## src/rtl/riscv_mem_pkg.sv

```systemverilog
// Shared definitions for the instruction/data memory arbiter.
// Contents: FSM state encoding, requester IDs, default memory latency and the
// width of the latency wait counter.
package riscv_mem_pkg;

    typedef enum logic [1:0] {
        IDLE  = 2'd0,
        ISSUE = 2'd1,
        WAIT  = 2'd2,
        RESP  = 2'd3
    } arb_state_e;

    localparam logic REQ_IF = 1'b0;
    localparam logic REQ_DM = 1'b1;

    localparam int unsigned MEM_LAT_DEFAULT = 1;

    // Wide enough for the largest legal MEM_LAT (7).
    localparam int unsigned LAT_CNT_W = 3;

endpackage

```

## src/rtl/mem_arb_pick.sv

```systemverilog
// Combinational grant selection between instruction fetch and data requests.
// Macro: MEM_ARB_RR_EN selects round-robin on conflicts; otherwise DM always wins.
// Ports:
//   if_req, dm_req  pending requests
//   last_gnt        requester granted most recently (only used with round-robin)
//   gnt_valid       at least one request is pending
//   gnt_id          winning requester (REQ_IF / REQ_DM)
module mem_arb_pick
    import riscv_mem_pkg::*;
(
    input  logic if_req,
    input  logic dm_req,
    input  logic last_gnt,
    output logic gnt_valid,
    output logic gnt_id
);

`ifdef MEM_ARB_RR_EN
    always_comb begin
        gnt_valid = if_req | dm_req;
        gnt_id    = REQ_IF;
        if (if_req && dm_req) begin
            // On a conflict favour whoever was not granted last time.
            gnt_id = (last_gnt == REQ_IF) ? REQ_DM : REQ_IF;
        end else if (dm_req) begin
            gnt_id = REQ_DM;
        end
    end
`else
    // Fixed priority has no use for the grant history.
    logic unused_last_gnt;
    assign unused_last_gnt = last_gnt;

    always_comb begin
        gnt_valid = if_req | dm_req;
        gnt_id    = REQ_IF;
        if (dm_req) begin
            gnt_id = REQ_DM;
        end
    end
`endif

endmodule

```

## src/rtl/mem_arbiter.sv

```systemverilog
// Arbiter sharing one single-port memory between instruction fetch (IF) and
// data load/store (DM). Accesses are serialised IDLE -> ISSUE -> WAIT -> RESP,
// with a fixed memory latency and a one-cycle ack to the winner.
// Macro: MEM_ARB_RR_EN enables round-robin arbitration (default: DM priority).
// Ports:
//   clk, rst                    clock, synchronous active-high reset
//   if_req/if_addr              IF read request
//   if_ack/if_rdata             IF completion pulse and read data
//   dm_req/dm_we/dm_addr/dm_wdata  DM request
//   dm_ack/dm_rdata             DM completion pulse and read data (0 on writes)
//   mem_rden/mem_wren/mem_addr/mem_d/mem_q  memory interface
//   busy                        high whenever the FSM is not in IDLE
module mem_arbiter
    import riscv_mem_pkg::*;
#(
    parameter int unsigned ADDRSIZE = 8,
    parameter int unsigned WORDSIZE = 64,
    parameter int unsigned MEM_LAT  = MEM_LAT_DEFAULT
) (
    input  logic                clk,
    input  logic                rst,
    input  logic                if_req,
    input  logic [ADDRSIZE-1:0] if_addr,
    output logic                if_ack,
    output logic [WORDSIZE-1:0] if_rdata,
    input  logic                dm_req,
    input  logic                dm_we,
    input  logic [ADDRSIZE-1:0] dm_addr,
    input  logic [WORDSIZE-1:0] dm_wdata,
    output logic                dm_ack,
    output logic [WORDSIZE-1:0] dm_rdata,
    output logic                mem_rden,
    output logic                mem_wren,
    output logic [ADDRSIZE-1:0] mem_addr,
    output logic [WORDSIZE-1:0] mem_d,
    input  logic [WORDSIZE-1:0] mem_q,
    output logic                busy
);

    localparam int unsigned CNT_LOAD = (MEM_LAT > 0) ? MEM_LAT - 1 : 0;

    arb_state_e           state;
    arb_state_e           state_nxt;
    logic [LAT_CNT_W-1:0] cnt;
    logic                 win_id;
    logic                 win_we;
    logic                 last_gnt;
    logic                 gnt_valid;
    logic                 gnt_id;
    logic                 grant;
    logic                 capture;
    logic                 rden_nxt;
    logic                 wren_nxt;
    logic                 if_ack_nxt;
    logic                 dm_ack_nxt;

    mem_arb_pick u_pick (
        .if_req    (if_req),
        .dm_req    (dm_req),
        .last_gnt  (last_gnt),
        .gnt_valid (gnt_valid),
        .gnt_id    (gnt_id)
    );

    // State register
    always_ff @(posedge clk) begin
        if (rst) begin
            state <= IDLE;
        end else begin
            state <= state_nxt;
        end
    end

    // Next-state logic
    always_comb begin
        state_nxt = state;
        case (state)
            IDLE:    if (gnt_valid) state_nxt = ISSUE;
            ISSUE:   state_nxt = (MEM_LAT == 0) ? RESP : WAIT;
            WAIT:    if (cnt == '0) state_nxt = RESP;
            RESP:    state_nxt = IDLE;
            default: state_nxt = IDLE;
        endcase
    end

    // Output logic: next values for the registered outputs
    always_comb begin
        grant      = (state == IDLE) && gnt_valid;
        capture    = ((state == ISSUE) && (MEM_LAT == 0)) ||
                     ((state == WAIT) && (cnt == '0));
        rden_nxt   = grant && !((gnt_id == REQ_DM) && dm_we);
        wren_nxt   = grant && (gnt_id == REQ_DM) && dm_we;
        if_ack_nxt = capture && (win_id == REQ_IF);
        dm_ack_nxt = capture && (win_id == REQ_DM);
    end

    // Datapath and registered outputs
    always_ff @(posedge clk) begin
        if (rst) begin
            cnt      <= '0;
            win_id   <= REQ_IF;
            win_we   <= 1'b0;
            mem_rden <= 1'b0;
            mem_wren <= 1'b0;
            mem_addr <= '0;
            mem_d    <= '0;
            if_ack   <= 1'b0;
            dm_ack   <= 1'b0;
            if_rdata <= '0;
            dm_rdata <= '0;
            busy     <= 1'b0;
        end else begin
            mem_rden <= rden_nxt;
            mem_wren <= wren_nxt;
            if_ack   <= if_ack_nxt;
            dm_ack   <= dm_ack_nxt;
            busy     <= (state_nxt != IDLE);

            if (grant) begin
                win_id   <= gnt_id;
                win_we   <= (gnt_id == REQ_DM) && dm_we;
                mem_addr <= (gnt_id == REQ_DM) ? dm_addr : if_addr;
                mem_d    <= ((gnt_id == REQ_DM) && dm_we) ? dm_wdata : '0;
            end

            // Counter is loaded leaving ISSUE and reaches zero on the capture edge.
            if (state == ISSUE) begin
                cnt <= LAT_CNT_W'(CNT_LOAD);
            end else if ((state == WAIT) && (cnt != '0)) begin
                cnt <= cnt - LAT_CNT_W'(1);
            end

            if (if_ack_nxt) begin
                if_rdata <= mem_q;
            end
            if (dm_ack_nxt) begin
                dm_rdata <= win_we ? '0 : mem_q;
            end
        end
    end

`ifdef MEM_ARB_RR_EN
    // Grant history for round-robin; reset value IF lets DM win the first conflict.
    always_ff @(posedge clk) begin
        if (rst) begin
            last_gnt <= REQ_IF;
        end else if (grant) begin
            last_gnt <= gnt_id;
        end
    end
`else
    assign last_gnt = REQ_IF;
`endif

endmodule

```

## config.mk

```make
export PLATFORM = sky130hd
export DESIGN_NAME = mem_arbiter
export DESIGN_NICKNAME = d
export VERILOG_FILES = /design/src/rtl/riscv_mem_pkg.sv /design/src/rtl/mem_arb_pick.sv /design/src/rtl/mem_arbiter.sv
export SDC_FILE = /design/constraint.sdc
export NUM_CORES = 1
export LEC_CHECK = 0
export ABC_CLOCK_PERIOD_IN_PS = 1700
export BUFFER_PORTS_ARGS = -buffer_cell sky130_fd_sc_hd__buf_4
export CORE_AREA = 2 2 139 141
export CTS_CLUSTER_SIZE = 40
export DETAILED_ROUTE_END_ITERATION = 10
export DIE_AREA = 0 0 141 143
export HOLD_SLACK_MARGIN = 0.05
export PLACE_DENSITY_LB_ADDON = 0.1
export SLEW_MARGIN = 20
export SYNTH_ARGS = -nofsm -noshare
export SYNTH_HDL_FRONTEND = slang
export SYNTH_HIERARCHICAL = 1
export SYNTH_SLANG_ARGS = --single-unit
export TNS_END_PERCENT = 30
```

## constraint.sdc

```tcl
create_clock -name clk -period 1.7 [get_ports clk]
set_input_delay 0.085 -clock clk [delete_from_list [all_inputs] [get_ports clk]]
set_output_delay 0.085 -clock clk [all_outputs]
set_load 0.1 [all_outputs]
```

**After elaboration in Yosys (flattened, before gate mapping)**

Cells that the tools add are included.

- Bits in latches: 0
- Bits in writable memories: 0
- Bits of input ports: 149
- Memories kept: 0
- Logic and storage cells: 41
- Output and inout bits: 205
- ROM bits: 0
- Bits in registers: 212

- $add $sub $neg: 1
- Divide/modulo/power cells: 0
- Magnitude comparators: 0
- Bitwise logic cells: 2
- Equality and inequality tests: 3
- Multiplexer cells: 7
- Shifts and indexed selects: 0
- Reductions and logical operators: 15
- Multiply operators: 0

Operators with widths:

| cell | number |
|---|---|
| $mux W64 | 2 |
| $logic_and A1 B1 Y1 | 9 |
| $mux W8 | 1 |
| $pmux W2 S4 | 1 |
| $eq A2 B2 Y1 const B | 2 |
| $mux W2 | 2 |
| $logic_not A3 Y1 | 1 |
| $reduce_bool A3 Y1 | 1 |
| $sub A3 B1 Y3 const B | 1 |
| $eq A2 B1 Y1 const B | 1 |
| $logic_not A2 Y1 | 1 |
| $reduce_bool A2 Y1 | 1 |
| $reduce_or A2 Y1 | 1 |
| $logic_not A1 Y1 | 1 |
| $mux W1 | 1 |
| $not A1 Y1 | 1 |
| $or A1 B1 Y1 | 1 |

**Longest topological paths before layout**

Gate-level depths: netlist of run 1.

- Depth after elaboration: 4
- Gate-level depth with buffers: 8
- Depth with buffers taken out: 5

**Hierarchy**

Netlist of run 1, hierarchy kept.

By module, submodules not included:

| module | seq. area each (um2) | area an instance (um2) | times used | cells each |
|---|---|---|---|---|
| mem_arbiter | 4244.1 | 7497.2 | 1 | 797 |
| mem_arb_pick | 0.0 | 13.8 | 1 | 2 |

**Worst setup path after synthesis of run 1**

OpenSTA, ideal clock, no wires.

- Kind: reg2reg
- From: register state[0]
- To: register mem_d[24]
- Buffers on the path: 3
- Setup time: 62 ps
- Setup slack: 187 ps
- Cell stages (with the launch flop): 9
- Period minus slack after synthesis: 1513 ps
- Data required time: 1638 ps
- Arrival time: 1450 ps
- Cells stage by stage: dfxtp_1 > inv_1 > ha_1 > and2_1 > buf_4 > nor2_1 > buf_4 > buf_2 > a22o_1

- Word-level cells in the longest chain between the ends: 2

RTL lines:

| element | line | source |
|---|---|---|
| start, declared | mem_arbiter.sv:42 | `arb_state_e state;` |
| start signal, assigned | mem_arbiter.sv:70 | `state <= state_nxt;` |
| $logic_not A2 Y1 | mem_arbiter.sv:88 | `grant = (state == IDLE) && gnt_valid;` |
| $logic_and A1 B1 Y1 | mem_arbiter.sv:88 |  |
| end signal, assigned | mem_arbiter.sv:123 | `mem_d <= ((gnt_id == REQ_DM) && dm_we) ? dm_wdata : '0;` |
| end, declared | mem_arbiter.sv:35 | `output logic [WORDSIZE-1:0] mem_d,` |

Every way passes these cells.
A chain may end at the register's enable or synchronous reset.

**Final worst setup path of run 1**

- From: register state[0]
- To: register if_rdata[28]

- Word-level cells in the longest chain between the ends: 3

RTL lines:

| element | line | source |
|---|---|---|
| $eq A2 B2 Y1 | mem_arbiter.sv:90 | `((state == WAIT) && (cnt == '0));` |
| $logic_and A1 B1 Y1 | mem_arbiter.sv:90 |  |
| $logic_and A1 B1 Y1 | mem_arbiter.sv:93 | `if_ack_nxt = capture && (win_id == REQ_IF);` |
| end signal, assigned | mem_arbiter.sv:134 | `if_rdata <= mem_q;` |
| end, declared | mem_arbiter.sv:25 | `output logic [WORDSIZE-1:0] if_rdata,` |

Every way passes these cells.

==> results summary, run 1 <==
The sum of buffers and inverters on the critical path is 2. The clock tree from TritonCTS is done. The starting DRC count in detailed routing is 373. Synthesis produced a netlist with a net count of 953. The final count of hold timing violations came out at 0.

Setup total negative slack on the finished layout was measured at 0 ns. The layout overhead on the synthesized area is 69.6%. The biggest cell delay along the critical path is 0.33 ns.

The floorplan row count is 50. The count of input and output buffers is 353. The post-synthesis instance area is 7510 µm².

The critical path endpoint category is a flip-flop. The floorplan die width is 141 µm. The run finished with clean final reports. The vertical die dimension came out at 143 µm. The leftover overflow at the end of global routing came out at 0. After detailed routing, the average wire length per cell comes to 17.0 µm. In this run the worst hold path is classified as in -> reg. The first global-routing pass estimated 39.8 mm of wire. The worst setup path is launched from a flip-flop. The layout has 1441 filler cells.

The total power per unit cell area came out at 1520 nW/µm². The post-synthesis cell count came out at 798. The critical path class is reg -> reg. The overall routing resource usage is 24.3%. The number of sinks on the clock net came out at 212. The number of clock buffers added by TritonCTS is 24.

The largest net degree at the start of global routing came out at 75. Setup repair after global routing left no endpoint under its margin. The setup fix buffers added after clock tree synthesis is 0. The HPWL after detailed placement is 16.5 mm.

The fmax came out at 0.641 GHz. After detailed routing, the number of remaining DRC violations is 0. The worst-margin pin slew came out at 0.807 ns. The core region is 18600 µm². The mean number of vias per cell came out at 4.95. The clock-pin slew of the registers on the worst-case setup and hold paths came out at 0.06 ns. In the layout the commonest cells are buf_4, dfxtp_1, nand2_1. Once placement completed, the tool counted placed cells totaling 1335. The number of antenna violations at the first check in global routing came out at 0. The via count of the first global-routing pass is 7362. The most frequent standard cell in the layout excluding fill and tap cells is buf_4. The overall via count from detail_route is 7549. During I/O placement, the number of pins put on the boundary was 354. For this run, the number of Yosys warnings is 6. In this run the remaining antenna-violating nets after routing total 0. Max-cap violations in this run came to 0.

At the end of routability-driven placement, the weighted congestion stood at 0.764. The worst-case vdd ir drop is 1.03 mV. The share of cells above drive strength 1 came out at 32.8%.

Clock skew on the completed layout was measured at 0.0147 ns. Data on the critical path is required at its endpoint by 2.14 ns. The gate family responsible for the most delay along the worst path is simple AND/OR/NAND/NOR gates. The initial utilization of the core area, before any placement, comes to 40.4%. The normalized max-slew margin came out at 46.2%. The final layout contains routed wiring with a total length of 25.9 mm. The iteration count of the initial detailed-routing pass came out at 4. The number of antenna cells inserted is 0. The count of H-tree levels built during CTS is 1. The max-slew violation total from the final report came out at 0. After layout, the minimum clock period comes to 1.56 ns. The count of endpoints failing setup in the final report is 0. The number of nets in the finished design came out at 1429.

The source-to-sink clock delay at the later pin of the worst-skew pair came out at 0.51 ns. The leakage power figure came out at 5.46 nW. The final cell count without fillers came out at 1524.

The die covers 20200 µm². The slowest stage of the critical path belongs to the cell and4bb_2. CTS placed an instance of clkbuf_16 at the clock tree root. The worst-case clock buffer depth came out at 3. The mean post-synth cell area came out at 9.41 µm². The post-route clock period utilization came out at 91.7%. The critical path goes through inv_1 > ha_2 > and4bb_2 > buf_12 > nand2_1 > a21oi_1. The worst path arrival time is 2.00 ns. The largest fanout on the critical path is 37.
[where the power goes]
part | total (W) | internal [W] | switching (W) | leakage (nW)
Combinational | 0.00796 | 0.00203 | 0.00593 | 3.33
Clock | 0.00552 | 0.00347 | 0.00206 | 0.414
Sequential | 0.00589 | 0.00558 | 0.000319 | 1.72
[layout make-up]
class / instances / area [µm²] / share of cell area, %
clock buffers: 31 / 688 / 5.41
repair buffers: 520 / 4410 / 34.6
clock inverters: 11 / 173 / 1.36
multi-input cells: 511 / 2900 / 22.8
inverters: 5 / 18.8 / 0.147
flip-flops and latches: 212 / 4250 / 33.3
well taps: 234 / 293 / 2.30
[worst paths after layout]
kind / from / to / slack (ns) / cells after the start
hold reg to reg: dm_rdata[30]$_SDFFE_PP0P_ / dm_rdata[30]$_SDFFE_PP0P_ / 0.45 / 2
hold / removal: dm_req / win_id$_SDFFE_PP0P_ / 0.09 / 4
setup reg to reg: state[0]$_SDFF_PP0_ / if_rdata[28]$_SDFFE_PP0P_ / 0.14 / 6
setup / recovery: state[0]$_SDFF_PP0_ / if_rdata[28]$_SDFFE_PP0P_ / 0.14 / 6
[repair_timing]
action / in CTS / in global routing
hold endpoints to repair: 202 / 0
hold buffers: 147 / 0
resized for setup: 0 / 2
endpoints found under the setup margin: 0 / 39
[metrics by stage]
step / util [%] / area (µm²) / setup WS (ns) / power, W / hold WS [ns]
final: 68.5 / 12700 / 0.141 / 0.0194 / 0.0857
after global routing: 68.5 / 12700 / 0.00621 / 0.0202 / 0.0860
after CTS: 68.5 / 12700 / 0.0729 / 0.0195 / 0.0716
after detailed placement: 55.9 / 10400 / 0.110 / 0.0136 / 0.279
after global placement: 55.9 / 10400 / 0.155 / 0.0136 / 0.278
after floorplan: - / 7510 / 0.187 / 0.0117 / 0.179
[layer usage]
layer	vias up	share of wire (%)	routed length, µm	track usage, %
met1	3539	40	10500	29.7
met5	-	0	0	0
li1	3681	-	-	-
met4	0	2.9	741	8.00
met2	272	49	12700	41.9
met3	57	7.5	1940	6.64
[worst reg2reg max path, delay by kind of cell, from the launching register on]
family | cells | cell delay, ns
AOI/OAI and AO/OA | 1 | 0.14
DFF | 1 | 0.32
buffers and inverters | 2 | 0.33
adders and majority gates | 1 | 0.26
and+or+nand+nor | 2 | 0.44
[flip-flops by register name, indices dropped and copies added (netlist names), 2 cells and up]
name      count
mem_d        64
cnt           3
if_rdata     64
state         2
mem_addr      8
dm_rdata     64
No activity file was read; power rests on OpenSTA's default activity.
==> inputs of run 2 (changes only) <==
--- a/config.mk
+++ b/config.mk
@@ -8,11 +8,11 @@
 export ABC_CLOCK_PERIOD_IN_PS = 1700
 export BUFFER_PORTS_ARGS = -buffer_cell sky130_fd_sc_hd__buf_4
 export CORE_AREA = 2 2 139 141
-export CTS_CLUSTER_SIZE = 40
 export DETAILED_ROUTE_END_ITERATION = 10
 export DIE_AREA = 0 0 141 143
 export HOLD_SLACK_MARGIN = 0.05
 export PLACE_DENSITY_LB_ADDON = 0.1
+export RECOVER_POWER = 100
 export SLEW_MARGIN = 20
 export SYNTH_ARGS = -nofsm -noshare
 export SYNTH_HDL_FRONTEND = slang
==> run 2 against run 1 <==
Effect of this change:
- clock skew up 0.0014 ns
- sequential power about the same
- worst hold slack better by 0.00092 ns
- total power down 2.1%
- routed wire length about the same
- design area down 4.3%
==> results summary, run 2 (synthesis gave the netlist of run 1 again) <==
Setup slack on the critical path of the routed design comes to 0.115 ns. The net count of the finished layout is 1429. The count of endpoints failing setup in the final report came out at 0. The worst-margin pin slew is 0.866 ns. The leftover overflow at the end of global routing is 0. Power spread over the standard cell area amounts to 1560 nW/µm². The via count of the first global-routing pass came out at 7362. The finished layout cell area is 12200 µm².

Setup repair after global routing left no endpoint under its margin. The sequential cells in the finished layout cover a total of 4250 µm². The post-route clock period utilization is 93.3%. The final count of hold timing violations is 0.

The placed instance area is 10400 µm². The fmax is 0.631 GHz. The floorplan die width came out at 141 µm. Leaving out fill and tap cells, the most frequent cell in the layout is dfxtp_1.

In the global route stage, overall resource usage came out at 24.3%. The clock-pin slew of the registers on the worst-case setup and hold paths came out at 0.06 ns. The flow ran to the end, and the final reports show no timing, DRC or antenna violations.

The max-slew violation total from the final report came to 0. The hold path startpoint is dm_req. After layout, the minimum clock period comes to 1.59 ns. The mean number of vias per cell came out at 4.94. The initial cell density of the core is 40.4%.

The number of sinks on the clock net is 212. The floorplan row count came out at 50. Tracing the worst setup path back leads to its startpoint at state[0]$_SDFF_PP0_. The first global-routing pass estimated 39.8 mm of wire. The number of antenna violations at the first check in global routing is 0. Dividing the detail-routed wire length by the instance count gives 17.0 µm. The clock skew came out at 0.0161 ns.

The region available for standard cell placement spans 18600 µm². The normalized max-slew margin came out at 42.3%. The half-perimeter wire length after detailed placement came out at 16.5 mm. The number of setup buffers added after CTS is 0. The top cell types in the final layout, fill and taps aside, are dfxtp_1, clkbuf_2, nand2_1. The worst-case vdd ir drop came out at 1.02 mV.

The final wirelength is 25.9 mm. The biggest cell delay along the critical path came out at 0.36 ns. The largest registers in the layout are dm_rdata (64), if_rdata (64), mem_d (64). The number of nets with antenna violations after detailed routing is 0.

The largest fanout on the critical path is 48. Data on the critical path arrives at its endpoint at 2.02 ns. The final weighted congestion in routability-driven placement came out at 0.764. The required time of the critical path is 2.13 ns. The worst setup path is of the reg -> reg kind.

The layout overhead on the synthesized area came out at 62.3%. The total power of the final layout came out at 0.0190 W. The leakage power figure is 5.29 nW.

The iteration count of the initial detailed-routing pass came out at 4. Entering global routing, the biggest net connects 75 pins. The cell type of the slowest stage on the worst timing path is buf_6. The startpoint identified for the worst register-to-register timing path is state[0]$_SDFF_PP0_.

The worst hold path belongs to the class in -> reg. Counting the buffers created by CTS gives 24. STA classifies the critical path endpoint as a flip-flop. In this run the deepest clock path goes through 3 buffers. The number of antenna cells inserted is 0. The sum of negative setup slack is 0 ns. The vertical die dimension is 143 µm. The worst slack at placement is 0.110 ns. The remaining design rule violation count is 0. The cell family contributing the most delay on the critical path is buffers and inverters. In this run the clock root is driven by a clkbuf_16. Summing over every cut layer, the via total after detailed routing is 7531. The max-cap violation count came out at 0. The number of top-level pins came out at 354. Cells with a size suffix above 1 make up 32.7% of the layout. The count of input and output buffers is 353.

The floorplan step defined a die boundary enclosing 20200 µm². The source-to-sink clock delay at the later pin of the worst-skew pair is 0.51 ns. The multi-input gate area in the final layout is 2900 µm². The starting DRC count in detailed routing is 335.

The sum of buffers and inverters on the critical path is 2. TritonCTS built the clock tree. The type of origin of the critical path is a flip-flop.

The fill cell total of the finished layout is 1584. CTS built an H-tree with a depth of 1. The critical path goes through inv_1 > ha_1 > nand3b_1 > nor2_4 > buf_6 > a22o_1.
run 2: worst min-delay path, delay by kind of cell:
family	cells	cell delay [ns]
buf+inv	2	0.29
mux	1	0.10
simple gates	1	0.07
run 2: stage by stage:
| stage | std cells | hold WS [ns] | util, % |
|---|---|---|---|
| floorplan | 798 | 0.179 | - |
| CTS | 1524 | 0.0716 | 68.5 |
| detailed placement | 1335 | 0.279 | 55.9 |
| global placement | 1335 | 0.278 | 55.9 |
| global route | 1524 | 0.0860 | 65.6 |
| finish | 1524 | 0.0867 | 65.6 |
run 2: final timing paths:
check / to / slack (ns) / cells after the start
min: win_id$_SDFFE_PP0P_ / 0.09 / 4
max: mem_d[15]$_SDFFE_PP0P_ / 0.11 / 6
max reg2reg: mem_d[15]$_SDFFE_PP0P_ / 0.11 / 6
min reg2reg: dm_rdata[36]$_SDFFE_PP0P_ / 0.45 / 2
run 2: cell type report:
class / instances / share of cell area, %
clock inverter: 11 / 1.42
multi-input combinational: 511 / 23.8
sequential: 212 / 34.8
tap: 234 / 2.40
timing repair buffer: 520 / 31.7
clock buffer: 31 / 5.65
inverter: 5 / 0.154
run 2: what timing repair did:
item,in CTS,in global routing
resized for setup,0,2
endpoints found under the hold margin,202,0
hold buffers,147,0
endpoints found under the setup margin,0,39
run 2: report_power, final:
group | total (W) | switching, W | internal (W)
logic | 0.00757 | 0.00593 | 0.00164
registers | 0.00588 | 0.000309 | 0.00558
clock network | 0.00552 | 0.00205 | 0.00347
run 2: per-layer routing:
layer	GRT usage (%)	vias up	share of wire (%)
met5	0	-	0
met4	8.00	0	2.9
met3	6.64	57	7.4
met2	41.9	265	49
met1	29.7	3523	41
li1	-	3686	-
==> inputs of run 3 (changes only) <==
--- a/config.mk
+++ b/config.mk
@@ -5,11 +5,11 @@
 export SDC_FILE = /design/constraint.sdc
 export NUM_CORES = 1
 export LEC_CHECK = 0
-export ABC_CLOCK_PERIOD_IN_PS = 1700
+export ABC_CLOCK_PERIOD_IN_PS = 2040
 export BUFFER_PORTS_ARGS = -buffer_cell sky130_fd_sc_hd__buf_4
-export CORE_AREA = 2 2 139 141
+export CORE_AREA = 2 2 137 139
 export DETAILED_ROUTE_END_ITERATION = 10
-export DIE_AREA = 0 0 141 143
+export DIE_AREA = 0 0 139 141
 export HOLD_SLACK_MARGIN = 0.05
 export PLACE_DENSITY_LB_ADDON = 0.1
 export RECOVER_POWER = 100
==> constraint.sdc (replaced) <==
create_clock -name clk -period 2.04 [get_ports clk]
set_input_delay 0.102 -clock clk [delete_from_list [all_inputs] [get_ports clk]]
set_output_delay 0.102 -clock clk [all_outputs]
set_load 0.1 [all_outputs]
==> run 3 against run 2 <==
Effect of this change:
- clock power down 17%
- register-to-register slack better by 0.11 ns
- routed wire length down 0.34%
- die area down 2.8%
- sequential share of layout area up 0.23 points
- via count up 1.7%
- largest cell class unchanged
- largest power group unchanged
- highest routed layer unchanged
==> results summary, run 3 (synthesis gave the netlist of run 1 again) <==
The flow ran to the end, and the final reports show no timing, DRC or antenna violations. The worst path arrival time is 2.28 ns. Dividing total power by cell area gives a power density of 1300 nW/µm².

The final weighted congestion in routability-driven placement came out at 0.776. The first routing iteration left 427 violations. The overall via count from detail_route is 7660. The routed length on met3 came out at 2.01 mm. The clock-pin slew of the registers on the worst-case setup and hold paths is 0.06 ns.

Of the cells placed in the final design, the portion with a size suffix greater than 1 is 32.6%. The normalized max-slew margin is 59.6%. The sum of buffers and inverters on the critical path is 3. The met2 wirelength from detailed routing came out at 12.7 mm. TritonCTS built the clock tree. Along the worst path, the maximum fanout reaches 65. The vertical die dimension is 141 µm.

The number of cells upsized or downsized after cts is 0. The signal on the critical path passes through dlygate4sd3_1 > clkbuf_2 > or2_0 > and2_0 > nor2_4 > buf_6 > a22o_1. In this run the static leakage power is 5.28 nW. Clock tree synthesis selected as its root buffer the cell clkbuf_16.

The largest net degree at the start of global routing came out at 66. In the final routing, the length of wire on met1 measures 10.2 mm. The count of H-tree levels built during CTS came out at 1.

The flop-to-flop setup slack came out at 0.22 ns. The area taken by flip-flops and latches is 4250 µm². Compared with the post-synthesis result, the final layout area differs by 61.3%.

The number of buffers created by CTS came out at 24. On the final layout, the worst clock skew is 0.00753 ns. The worst hold path terminates at state[0]$_SDFF_PP0_. The floorplan row count came out at 50. In the layout the commonest cells are dfxtp_1, clkbuf_2, nand2_1. The highest signal layer in the routed design is met4. The max-slew violation total from the final report came out at 0.

The library cell used most frequently in the layout, excluding fill and tap cells, is dfxtp_1. The depth of the worst hold-timing path is 5. The required time of the critical path is 2.48 ns. The worst reg2reg path depth came out at 6. The area of the core is 18300 µm². The worst-case clock buffer depth came out at 3.

The via count of the first global-routing pass is 7503. For this run, the top clock speed supported by timing is 0.543 GHz. The remaining design rule violation count is 0. The type of origin of the critical path is an input port. The cell type of the slowest stage on the worst timing path is dlygate4sd3_1.

The worst-case vdd ir drop is 1.17 mV. On the final layout, the worst hold slack is 0.162 ns. The tightest min-delay check is of the in -> reg type. The number of nets with antenna violations after detailed routing came out at 0.

The final count of hold timing violations is 0. The max-cap violation count came out at 0. The number of antenna violations at the first check in global routing came out at 0.

The post-placement cell count came out at 1334. The sum of negative setup slack came out at 0 ns. The half-perimeter wire length after detailed placement is 16.1 mm.

The largest registers in the layout are dm_rdata (64), if_rdata (64), mem_d (64). Setup repair after global routing left no endpoint under its margin. The source-to-sink clock delay at the later pin of the worst-skew pair is 0.50 ns. The number of top-level pins came out at 354. The worst-margin pin slew is 0.606 ns. The overall routing resource usage is 24.7%. Summing all multi-input logic gate instances after layout gives 2900 µm². The biggest cell delay along the critical path is 0.54 ns.

The total overflow left after global routing is 0. The die covers 19600 µm². The wire length of the first global-routing pass came out at 39.9 mm. STA classifies the critical path endpoint as a flip-flop. After filler insertion, the fill cell instance count of the layout stands at 1574. The worst setup path is of the in -> reg kind. The post-route clock period utilization came out at 90.2%. The mean routed wirelength per cell is 16.9 µm. The number of nets in the finished design came out at 1428. In this run the critical register-to-register path is captured at if_rdata[12]$_SDFFE_PP0P_.

The repair_antennas step left the layout with diodes totalling 0. The floorplan step set the die width to 139 µm. The worst hold path begins at if_req. The startpoint of the most critical register-to-register path is state[0]$_SDFF_PP0_. The final wirelength came out at 25.8 mm. The gate family responsible for the most delay along the worst path is buffers and inverters. The iteration count of the initial detailed-routing pass is 5. Subtracting the final worst setup slack from the clock period gives 1.84 ns. The initial cell density of the core is 41.1%. The number of sinks on the clock net is 212.

Using the TritonRoute via totals, the vias-per-cell ratio works out to 5.02. Setup violations remaining at the end of the flow were counted as 0. Input and output buffers added on the ports amount to 353. The count of cells in the finished layout, fillers not included, comes to 1525.
[run 3: cell types whose count changed in the layout (fill, tap and decap cells not counted), sizes merged]
cell      change
inv           -1
clkinvlp      -3
buf           -4
clkinv        +4
clkbuf        +5
[run 3: layout make-up]
class / count / area share (%)
Clock buffer: 33 / 5.83
Sequential cell: 212 / 35.1
Clock inverter: 11 / 1.28
Inverter: 5 / 0.155
Timing Repair Buffer: 519 / 31.3
Multi-Input combinational cell: 511 / 23.9
Tap cell: 234 / 2.42
[run 3: power by group]
part           internal (W)  switching [W]
logic               0.00131        0.00492
registers           0.00465       0.000262
clock network       0.00292        0.00169
total               0.00887        0.00686
[run 3: worst reg2reg max path: cells and delay by family (launching register included)]
family,cells,cell delay [ns]
AO/OA/AOI/OAI,1,0.15
adder cells (fa/ha/maj),1,0.38
buffers and inverters,2,0.43
flip-flops,1,0.32
AND/OR/NAND/NOR,2,0.46
[run 3: per-stage QoR]
step | total power, W | util [%] | setup WS (ns) | area, µm²
floorplan | 0.00977 | - | 0.527 | 7510
global placement | 0.0113 | 56.6 | 0.292 | 10300
global route | 0.0163 | 66.3 | 0.0584 | 12100
CTS | 0.0162 | 69.3 | 0.217 | 12700
finish | 0.0157 | 66.3 | 0.199 | 12100
detailed placement | 0.0113 | 56.6 | 0.217 | 10300
[run 3: how the worst max path moves through the flow]
stage,slack [ns],cells after the start,endpoint,start
after floorplan,0.53,8,mem_d[24]$_SDFFE_PP0P_,state[0]$_SDFF_PP0_
after global placement,0.29,6,if_rdata[45]$_SDFFE_PP0P_,state[0]$_SDFF_PP0_
after detailed placement,0.22,6,if_rdata[38]$_SDFFE_PP0P_,state[0]$_SDFF_PP0_
after CTS,0.22,6,if_rdata[38]$_SDFFE_PP0P_,state[0]$_SDFF_PP0_
after global routing,0.06,6,dm_rdata[33]$_SDFFE_PP0P_,state[0]$_SDFF_PP0_
final,0.20,7,mem_d[35]$_SDFFE_PP0P_,dm_req
[run 3: repair_timing]
action / CTS / global route
hold buffers: 147 / 0
setup buffers: 0 / 0
hold endpoints to repair: 203 / 0
[run 3: metal layers]
layer	vias up	track usage, %
met4	0	9.20
met1	3618	29.0
li1	3680	-
met5	-	0
met2	301	43.1
met3	61	7.10
